### src/rtl/alu_arbiter_if.sv
// alu_arbiter_if: request/response bus between two requesters and the shared ALU arbiter
interface alu_arbiter_if #(parameter int DATA_W = 32);
  logic [1:0] req_valid, req_ready, rsp_valid, rsp_ready;
  logic [DATA_W-1:0] req_a0, req_b0, req_a1, req_b1, rsp_res;
  logic [3:0] req_op0, req_op1;
  modport master (
    output req_valid, req_a0, req_b0, req_op0, req_a1, req_b1, req_op1, rsp_ready,
    input  req_ready, rsp_valid, rsp_res
  );
  modport slave (
    input  req_valid, req_a0, req_b0, req_op0, req_a1, req_b1, req_op1, rsp_ready,
    output req_ready, rsp_valid, rsp_res
  );
endinterface

### src/rtl/alu_arbiter.sv
// alu_arbiter: round-robin sharing of one ALU between two valid/ready requesters
module alu_arbiter #(
  parameter int DATA_W    = 32,
  parameter int PRIO_INIT = 0
) (
  input  logic        clk,
  input  logic        rst,
  alu_arbiter_if.slave bus,
  output logic        busy_o,
  output logic        owner_o,
  output logic [15:0] ops_done_o
);
  typedef enum logic [1:0] {IDLE, EXEC, RESP} state_t;
  state_t state_q, state_d;
  logic prio_q, prio_d, owner_q, owner_d, grant, accept, done;
  logic [DATA_W-1:0] a_q, a_d, b_q, b_d, res_q, res_d, alu_res;
  logic [3:0] op_q, op_d;
  logic [15:0] ops_done_q, ops_done_d;
  always_comb begin
    alu_res = op_q == 4'b0000 ? a_q + b_q :
              op_q == 4'b1000 ? a_q - b_q :
              op_q == 4'b0001 ? a_q << b_q[4:0] :
              op_q == 4'b0010 ? {{(DATA_W-1){1'b0}}, $signed(a_q) < $signed(b_q)} :
              op_q == 4'b0011 ? {{(DATA_W-1){1'b0}}, a_q < b_q} : '0;
  end
  // rst gating keeps handshakes quiet while reset is held, not just after it
  always_comb begin
    grant = &bus.req_valid ? prio_q : bus.req_valid[1];
    accept = !rst && state_q == IDLE && |bus.req_valid;
    done = !rst && state_q == RESP && bus.rsp_ready[owner_q];
    bus.req_ready = accept ? (grant ? 2'b10 : 2'b01) : 2'b00;
    bus.rsp_valid = (!rst && state_q == RESP) ? (owner_q ? 2'b10 : 2'b01) : 2'b00;
    bus.rsp_res = res_q;
    state_d = state_q;
    prio_d = prio_q;
    owner_d = owner_q;
    a_d = a_q;
    b_d = b_q;
    op_d = op_q;
    res_d = res_q;
    ops_done_d = ops_done_q;
    if (accept) begin
      a_d = grant ? bus.req_a1 : bus.req_a0;
      b_d = grant ? bus.req_b1 : bus.req_b0;
      op_d = grant ? bus.req_op1 : bus.req_op0;
      owner_d = grant;
      prio_d = ~grant;
      state_d = EXEC;
    end
    if (state_q == EXEC) begin
      res_d = alu_res;
      state_d = RESP;
    end
    if (done) begin
      ops_done_d = ops_done_q + 16'd1;
      state_d = IDLE;
    end
  end
  always_ff @(posedge clk or posedge rst) begin
    if (rst) begin
      state_q <= IDLE;
      prio_q <= PRIO_INIT[0];
      owner_q <= 1'b0;
      a_q <= '0;
      b_q <= '0;
      op_q <= '0;
      res_q <= '0;
      ops_done_q <= '0;
    end else begin
      state_q <= state_d;
      prio_q <= prio_d;
      owner_q <= owner_d;
      a_q <= a_d;
      b_q <= b_d;
      op_q <= op_d;
      res_q <= res_d;
      ops_done_q <= ops_done_d;
    end
  end
  assign busy_o = state_q != IDLE;
  assign owner_o = owner_q;
  assign ops_done_o = ops_done_q;
endmodule

### src/flat_wrapper.sv
// flat-port wrapper written by rule: the top's interface ports become plain ports
module alu_arbiter_flat 
#(
  parameter int DATA_W    = 32,
  parameter int PRIO_INIT = 0
)
  (clk, rst, busy_o, owner_o, ops_done_o, bus_req_valid, bus_req_a0, bus_req_b0, bus_req_op0, bus_req_a1, bus_req_b1, bus_req_op1, bus_rsp_ready, bus_req_ready, bus_rsp_valid, bus_rsp_res);
  alu_arbiter_if #(.DATA_W(DATA_W)) bus_i ();
  input  logic clk;
  input  logic rst;
  output logic busy_o;
  output logic owner_o;
  output logic [15:0] ops_done_o;
  input wire logic [$bits(bus_i.req_valid)-1:0] bus_req_valid;
  input wire logic [$bits(bus_i.req_a0)-1:0] bus_req_a0;
  input wire logic [$bits(bus_i.req_b0)-1:0] bus_req_b0;
  input wire logic [$bits(bus_i.req_op0)-1:0] bus_req_op0;
  input wire logic [$bits(bus_i.req_a1)-1:0] bus_req_a1;
  input wire logic [$bits(bus_i.req_b1)-1:0] bus_req_b1;
  input wire logic [$bits(bus_i.req_op1)-1:0] bus_req_op1;
  input wire logic [$bits(bus_i.rsp_ready)-1:0] bus_rsp_ready;
  output wire logic [$bits(bus_i.req_ready)-1:0] bus_req_ready;
  output wire logic [$bits(bus_i.rsp_valid)-1:0] bus_rsp_valid;
  output wire logic [$bits(bus_i.rsp_res)-1:0] bus_rsp_res;
  assign bus_i.req_valid = bus_req_valid;
  assign bus_i.req_a0 = bus_req_a0;
  assign bus_i.req_b0 = bus_req_b0;
  assign bus_i.req_op0 = bus_req_op0;
  assign bus_i.req_a1 = bus_req_a1;
  assign bus_i.req_b1 = bus_req_b1;
  assign bus_i.req_op1 = bus_req_op1;
  assign bus_i.rsp_ready = bus_rsp_ready;
  assign bus_req_ready = bus_i.req_ready;
  assign bus_rsp_valid = bus_i.rsp_valid;
  assign bus_rsp_res = bus_i.rsp_res;
  alu_arbiter #(.DATA_W(DATA_W), .PRIO_INIT(PRIO_INIT)) u_core (.clk(clk), .rst(rst), .bus(bus_i), .busy_o(busy_o), .owner_o(owner_o), .ops_done_o(ops_done_o));
endmodule
### config.mk
export PLATFORM = sky130hd
export DESIGN_NAME = alu_arbiter_flat
export DESIGN_NICKNAME = d
export VERILOG_FILES = /design/src/rtl/alu_arbiter_if.sv /design/src/rtl/alu_arbiter.sv /design/src/flat_wrapper.sv
export SDC_FILE = /design/constraint.sdc
export NUM_CORES = 1
export LEC_CHECK = 0
export BUFFER_PORTS_ARGS = -buffer_cell sky130_fd_sc_hd__buf_2
export CAP_MARGIN = 20
export CORE_UTILIZATION = 58
export CTS_CLUSTER_SIZE = 12
export DETAILED_ROUTE_END_ITERATION = 8
export GPL_TIMING_DRIVEN = 0
export PLACE_DENSITY = 0.8
export SLEW_MARGIN = 20
export SYNTH_ARGS = -nofsm -noshare
export SYNTH_HDL_FRONTEND = slang
export SYNTH_SLANG_ARGS = --single-unit
### constraint.sdc
create_clock -name clk -period 5.2 [get_ports clk]
set_input_delay 0.78 -clock clk [delete_from_list [all_inputs] [get_ports clk]]
set_output_delay 0.78 -clock clk [all_outputs]
set_load 0.01 [all_outputs]
======== Yosys cells after proc, flatten, opt, wreduce, memory -nomap -nowiden ========
Cells that the tools add are included.
word-level totals
  input port bits ......................... 142
  register bits after elaboration ......... 120
  output and inout port bits .............. 54
cells by class
  equality and inequality tests ........... 6
  add/subtract/negate cells ............... 3
  muxes and demuxes ....................... 18
  bitwise logic cells ..................... 1
  shift-type cells ........................ 1
  magnitude comparators ................... 3
  reduce and logical (&&, ||, !) cells .... 11
operator list
  kind                                                count
  2-to-1 mux 32 bit                                   6
  < comparator 32 bit                                 2
  adder 32 bit                                        1
  << shifter 32 x 5 -> 32 bit                         1
  subtractor 32 bit                                   1
  adder 16 x 1 -> 16 bit, second input constant       1
  2-to-1 mux 2 bit                                    7
  == test 4 x 2 -> 1 bit, second input constant       2
  == test 4 x 1 -> 1 bit, second input constant       1
  == test 4 bit, second input constant                1
  logical AND 1 bit                                   4
  zero test 4 bit                                     1
  2-to-1 mux 1 bit                                    4
  2-to-1 mux 4 bit                                    1
  nonzero test 3 bit                                  1
  == test 2 x 1 -> 1 bit, second input constant       1
  == test 2 bit, second input constant                1
  zero test 2 bit                                     1
  < comparator 1 x 2 -> 1 bit, second input constant  1
  AND reduction 2 bit                                 1
  nonzero test 2 bit                                  1
  OR reduction 2 bit                                  1
  zero test 1 bit                                     1
  inverter 1 bit                                      1

======== Depth between registers and ports, before layout ========
Gate-level depths: netlist (run 1).
  depth in word-level cells ............... 6
  depth in mapped cells ................... 15
  gate-level depth less buffers ........... 13

======== Worst setup path after synthesis (run 1) ========
No wires, ideal clock.
  path type ............................... input to register
  start ................................... input port rst
  end ..................................... register u_core.ops_done_q[15], in the netlist u_core.ops_done_o[15]
  cell stages on the path ................. 9
  buffers on the path ..................... 0
  setup slack ............................. 0.264 ns
  required time ........................... 5.076 ns
  setup time .............................. 0.124 ns
  arrival ................................. 4.811 ns
  path through ............................ inv_1 > nand3b_1 > nor2_1 > and3_1 > and2_1 > nand4_1 > inv_1 > nand4_1 > xnor2_1
on the way
  longest elaborated chain between the ends .. 3
ends and longest elaborated chain
  what                            RTL line            source
  start, declared                 flat_wrapper.sv:10  input logic rst;
  zero test 1 bit                 alu_arbiter.sv:30   done = !rst && state_q == RESP && bus.rsp_ready[owner_q];
  logical AND 1 bit (2 in a row)  alu_arbiter.sv:30
  end signal, assigned            alu_arbiter.sv:77   ops_done_q <= ops_done_d;
  end, declared                   alu_arbiter.sv:18   logic [15:0] ops_done_q, ops_done_d;
No other way between the ends.
A chain may end at the register's enable or synchronous reset.

======== Worst setup path after layout (run 1) ========
  start ................................... register u_core.b_q[2]
  end ..................................... register u_core.res_q[30], in the netlist u_core.bus.rsp_res[30]
on the way
  longest elaborated chain between the ends .. 4
  elaborated cells on any way between the ends .. 6
  those cells by class .................... 2 x add/sub; 1 x shift; 3 x mux
ends and longest elaborated chain
  what                                                       RTL line           source
  start, declared                                            alu_arbiter.sv:16  logic [DATA_W-1:0] a_q, a_d, b_q, b_d, res_q, res_d, alu_res;
  start signal, assigned                                     alu_arbiter.sv:65  b_q <= '0;
  start signal, assigned                                     alu_arbiter.sv:74  b_q <= b_d;
  branches (longest 3 deep; another with subtractor 32 bit)  -
  2-to-1 mux 32 bit (*)                                      alu_arbiter.sv:20  alu_res = op_q == 4'b0000 ? a_q + b_q :
  end signal, assigned                                       alu_arbiter.sv:76  res_q <= res_d;
  end, declared                                              alu_arbiter.sv:16
Every way passes the cells marked *.

==> results.ini, run 1 <==
[clock_network]
clkTransAtPathRegs_ns=0.08
cts_buffers=17
cts_tree=built
clockBufferDepth=2
cts_root_buf=clkbuf_16
cts.sinks=120
clk_latency_ns=0.45
ctsHtreeMaxLevel=4
post-cts-setup-buffer-count=0
holdBufCountCts=0

[hold_path]
hold_path.class=in2async

[floorplan]
io_pins=196
die_y_um=136.6
start_util=0.6009
row_count=48
die_w_um=136.6
die_area_mm2=0.01865
core_area_mm2=0.01748

[routing]
wl_met3_um=3905
first_pass_iters=5
highest_layer=met5
final_antenna_net_count=0
vias=11010
drtIter0Drc=1197
m1WireLength_um=15230
met2_length_um=16650
via_per_inst=6.299
wirelength_um=37080
drc=0
wl_per_cell_um=21.22

[logic_synthesis]
synthMuxAreaShare=0.1411
synth_fa_ha_area_frac=0.08125
synth-compound-area-share=0.2320
synth_ff_type=dfrtp_1
async_flop_share=1.000
ys_ff_latch=120
yosys.area_share.simple=0.1651
syn_area_mm2=0.01050
syn_nets=1503
synth_cells=1294
synth_xor_area_frac=0.03503
yosysSeqAreaShare=0.2859
synth_top_family_by_area=compound AO/OA/AOI/OAI gates
syn_avg_cell_area_um2=8.116
synth_edf_count=0
yosysUniqueCellTypes=76
yosysWarnings=0

[final_layout]
areaGrowthSynthToFinish_pct=17.80
final_cell_mix=buf_2, nand2_1, o21ai_0, dfrtp_1, mux2i_1
fin_area_mm2=0.01237
n_antenna_cell=0
n_fill_cell=1383
drive_gt1_frac=0.1905
final_common_cell=buf_2
multiInputGateArea_mm2=0.006874
layout.nets=1718
fin_cells=1747
fin_util=0.7079
seqCellArea_mm2=0.003003

[place]
preCtsSetupSlack_ns=0.4420
dp.cells=1715
gp_congestion=1.028
place_area_mm2=0.01179
portBuffers=195
hpwlAfterDp_um=28840

[worst_setup_path]
cp_max_fo=10
path_class=reg2reg
cp.required_ns=5.50
crit_path_end_kind=flip-flop
cp_data_arrival_time_ns=5.15
critPathLaunchType=flip-flop

[power]
p_leak_nw=5.977
peakVddDrop_v=0.0004219
powerDensity_mw_per_mm2=763.8

[global_routing]
grt_pass1_vias=10340
antenna_found_initial=1
grt_max_degree=72
grt-ovfl-total=0
grt_first_pass_wirelength_um=56320
grt_use_total=0.4067

[timing]
worstMarginPinSlew_ns=0.9484
fin_crit_ns=4.854
rsz0062_at_grt=no
hold_viol_final=0
post-route-period-util=0.9334
final_max_slew_viol_count=0
setup_viol_count_final=0
fmax_mhz=206.0
finClkSkew_ns=0.02011
max_slew_margin=0.3677
setup_slack_ns=0.3464

[job]
max_cap_violations=0

[status]
status=completed

per-stage QoR:
step / power [mW] / TNS (ns) / hold slack [ns]
6_report: 9.449 / 0 / 0.3880
5_1_grt: 10.05 / 0 / 0.4231
4_1_cts: 9.215 / 0 / 0.3911
3_5_place_dp: 7.987 / 0 / 0.4596
3_3_place_gp: 7.898 / -30.31 / 0.4566
2_1_floorplan: 6.139 / 0 / 0.4498
power by group:
part           internal [mW]  switching, mW  leakage (nW)  total, mW
Combinational           2.34           4.03          4.19       6.37
Clock                  0.641          0.566         0.280       1.21
Sequential              1.33          0.545          1.50       1.87
timing repair:
item / 4_1_cts / 5_1_grt
setup endpoints to repair: 0 / 2
hold endpoints to repair: 0 / 0
gates resized for setup: 0 / 3
path summary, 6_finish.rpt:
path,depth (start not counted),endpoint,from,slack (ns)
hold / removal,2,u_core.bus.rsp_res[0]$_DFFE_PP0N_,rst,0.39
setup / recovery,15,u_core.bus.rsp_res[30]$_DFFE_PP0N_,u_core.b_q[2]$_DFFE_PP0P_,0.35
hold reg to reg,2,u_core.bus.rsp_res[13]$_DFFE_PP0N_,u_core.bus.rsp_res[13]$_DFFE_PP0N_,0.47
setup reg to reg,15,u_core.bus.rsp_res[30]$_DFFE_PP0N_,u_core.b_q[2]$_DFFE_PP0P_,0.35
max in group asynchronous,3,u_core.bus.rsp_res[16]$_DFFE_PP0N_,rst,4.10
min in group clk,2,u_core.bus.rsp_res[13]$_DFFE_PP0N_,u_core.bus.rsp_res[13]$_DFFE_PP0N_,0.47
cells in the mapped netlist, types with 9 or more instances:
library cell | n | share of area
nand2_1 | 156 | 0.056
o21ai_0 | 124 | 0.059
dfrtp_1 | 120 | 0.29
mux2i_1 | 112 | 0.11
nor2_1 | 108 | 0.039
a21oi_1 | 94 | 0.045
ha_1 | 65 | 0.077
clkbuf_1 | 64 | 0.023
inv_1 | 64 | 0.023
xnor2_1 | 33 | 0.028
nor3_1 | 24 | 0.011
nand3_1 | 23 | 0.011
buf_2 | 18 | 0.0086
a211oi_1 | 17 | 0.012
a31oi_1 | 17 | 0.010
nand2b_1 | 17 | 0.010
mux2_2 | 16 | 0.017
o22ai_1 | 15 | 0.0089
nor2b_1 | 14 | 0.0083
a221oi_1 | 12 | 0.010
o21bai_1 | 12 | 0.0086
a21o_1 | 10 | 0.0071
o31ai_1 | 10 | 0.0071
xor2_1 | 9 | 0.0075
routing by layer:
metal	GRT usage	up-vias
li1	-	5066
met1	0.5409	5162
met2	0.6314	664
met3	0.09111	111
met4	0.1778	2
met5	0	-
logic make-up (layout without fill, tap and decap cells):
group / count (synthesis) / in the layout
buffers and inverters: 158 / 386
adders and majority gates: 67 / 67
DFF: 120 / 120
xor gates and xnor gates: 42 / 42
AOI/OAI and AO/OA: 381 / 381
and+or+nand+nor: 390 / 390
muxes: 136 / 136
flip-flops by register name, summed over array words and instances, names as in the netlist:
register            count
u_core.op_q             4
u_core.prio_q           1
u_core.state_q          2
u_core.b_q             32
u_core.a_q             32
u_core.owner_o          1
u_core.bus.rsp_res     32
u_core.ops_done_o      16
critical path: stages, from the launching register on:
cell,delay [ns]
dfrtp_1,0.38
clkbuf_1,0.22
inv_1,0.13
clkbuf_1,0.47
clkbuf_2,0.38
ha_1,0.28
buf_2,0.18
a21o_1,0.23
a221oi_4,0.37
a21oi_2,0.10
a221o_1,0.45
a41oi_1,0.47
a211oi_1,0.24
mux2i_1,0.17
a221oi_1,0.56
nor2_1,0.07
area by class of cell:
cell class              instances  share of cell area
plain buffers                  92             0.03074
clock buffers                  17             0.03439
clock inverters                15             0.01224
inverters                      66             0.02043
multi-input cells            1016              0.5556
flip-flops and latches        120              0.2427
well taps                     225             0.02275
repair buffers                196             0.08111
No activity file was read; power rests on OpenSTA's default activity.
==> run 2: changes to the inputs <==
Settings changed: CORE_UTILIZATION 58 to 40, PLACE_DENSITY 0.8 to 0.58.
==> run 2 against run 1 <==
  * Design area up 1.7%
  * Die area up 44%
  * Utilization down 21 points
  * Critical path type unchanged
  * Largest power group unchanged
==> results.ini, run 2 (synthesis results as in run 1) <==
[status]
status=completed

[floorplan]
core_area_mm2=0.02547  ; +46%
start_util=0.4123  ; -0.1886
row_count=58  ; +21%
die_w_um=164.0  ; +20%
io_pins=196  ; unchanged
die_y_um=164.0  ; +20%
die_area_mm2=0.02691  ; +44%

[global_routing]
grt_use_total=0.2985  ; -0.1082
met1_usage=0.4260  ; -0.1150
grt_max_degree=72  ; unchanged
grt_first_pass_wirelength_um=59990  ; +6.5%
grt-busiest-layer=met2
grt-ovfl-total=0  ; unchanged
grtUsageMet3=0.04924  ; -0.04187
grt_pass1_vias=10010  ; -3.2%
antenna_found_initial=0  ; -1
grt_use_met2=0.4651  ; -0.1663

[worst_setup_path]
cp_data_arrival_time_ns=5.34  ; +0.19 ns
path_class=reg2reg
cp_max_fo=10  ; unchanged
crit_path_end_kind=flip-flop
critPathLaunchType=flip-flop
cp.required_ns=5.48  ; -0.02 ns

[clock_network]
post-cts-setup-buffer-count=0  ; unchanged
cts_root_buf=clkbuf_16
cts_buffers=17  ; unchanged
ctsHtreeMaxLevel=4  ; unchanged
clkTransAtPathRegs_ns=0.06  ; -0.02 ns
cts.sinks=120  ; unchanged
cts_tree=built
holdBufCountCts=0  ; unchanged
clockBufferDepth=2  ; unchanged
clk_latency_ns=0.44  ; about the same

[final_layout]
layout.nets=1718  ; unchanged
seqCellArea_mm2=0.003003  ; unchanged
fin_area_mm2=0.01258  ; +1.7%
areaGrowthSynthToFinish_pct=19.75
final_cell_mix=buf_2, nand2_1, o21ai_0, dfrtp_1, mux2i_1
n_antenna_cell=0  ; unchanged
drive_gt1_frac=0.1919  ; +0.001314
multiInputGateArea_mm2=0.006885  ; +0.16%
final_common_cell=buf_2
n_fill_cell=2524  ; +83%

[place]
portBuffers=195  ; unchanged
gp_congestion=0.9611  ; -6.5%
hpwlAfterDp_um=30800  ; +6.8%
place_area_mm2=0.01192  ; +1.1%

[power]
p_leak_nw=6.013  ; +0.61%
powerDensity_mw_per_mm2=765.7  ; +0.25%
peakVddDrop_v=0.0002585  ; -39%

[timing]
final_max_slew_viol_count=0  ; unchanged
fmax_mhz=197.6  ; -4.1%
setup-tns-final_ns=0  ; unchanged
worstMarginPinSlew_ns=1.026  ; +0.07785 ns
holdWs_ns=0.3915  ; +0.003507 ns
max_slew_margin=0.3158  ; -0.05190
post-route-period-util=0.9734  ; +0.03999
finClkSkew_ns=0.01633  ; -0.003786 ns
setup_viol_count_final=0  ; unchanged
fin_crit_ns=5.062  ; +0.2079 ns
hold_viol_final=0  ; unchanged
rsz0062_at_grt=no

[routing]
via_per_inst=5.739  ; -8.9%
final_antenna_net_count=0  ; unchanged
wirelength_um=39080  ; +5.4%
wl_per_cell_um=21.10  ; -0.59%
drc=0  ; unchanged
first_pass_iters=6  ; +1
drtIter0Drc=849  ; -29%
vias=10630  ; -3.4%

[job]
max_cap_violations=0  ; unchanged

[hold_path]
hold_path.class=in2async

## run 2: critical path: stages, from the launching register on
cell	delay [ns]
dfrtp_1	0.34
clkbuf_1	0.38
inv_1	0.13
clkbuf_1	0.31
clkbuf_2	0.33
ha_1	0.34
buf_2	0.18
a21o_1	0.21
a221oi_4	0.11
a21oi_2	0.19
a221o_1	0.33
a41oi_1	0.29
a211oi_1	0.55
a31oi_1	0.25
a2111oi_0	0.88
nor2_1	0.08
## run 2: metal layers
layer  wire length [um]  vias to the layer above
met3               2636                       57
met5                  0                        -
met1              18400                     5063
met4                877                        0
li1                   -                     5082
met2              17160                      426
## run 2: power by group
part	internal, mW	switching (mW)
registers	1.33	0.524
logic	2.35	4.07
clock network	0.815	0.540
total	4.49	5.14
## run 2: worst paths after layout
check | start | endpoint | slack [ns] | cells past startpoint
hold / removal | rst | u_core.state_q[1]$_DFFE_PP0P_ | 0.39 | 2
setup / recovery | u_core.b_q[2]$_DFFE_PP0P_ | u_core.bus.rsp_res[0]$_DFFE_PP0N_ | 0.14 | 15
hold reg to reg | u_core.bus.rsp_res[15]$_DFFE_PP0N_ | u_core.bus.rsp_res[15]$_DFFE_PP0N_ | 0.47 | 2
setup reg to reg | u_core.b_q[2]$_DFFE_PP0P_ | u_core.bus.rsp_res[0]$_DFFE_PP0N_ | 0.14 | 15
min in group clk | u_core.bus.rsp_res[15]$_DFFE_PP0N_ | u_core.bus.rsp_res[15]$_DFFE_PP0N_ | 0.47 | 2
max in group asynchronous | rst | u_core.bus.rsp_res[17]$_DFFE_PP0N_ | 4.06 | 3
## run 2: per-stage QoR
step           setup WS, ns  cells    util  total power, mW
3_5_place_dp       -0.07720   1820  0.4681            8.116
4_1_cts             0.03945   1852  0.4933            9.508
6_report             0.1384   1852  0.4938            9.630
5_1_grt              0.1066   1852  0.4938            10.31
3_3_place_gp         -1.463   1819  0.4668            8.107
2_1_floorplan        0.2641   1294       -            6.139
## run 2: repair_timing
action                                  CTS  global route
gates resized for setup                   1             4
endpoints found under the hold margin     0             0
endpoints found under the setup margin    1             3
## run 2: layout make-up
cell class | count | area share
buffer | 92 | 0.03024
clock buffer | 17 | 0.03382
clock inverter | 15 | 0.01701
inverter | 66 | 0.02010
multi-input combinational | 1016 | 0.5475
sequential | 120 | 0.2388
tap | 330 | 0.03283
timing repair buffer | 196 | 0.07978
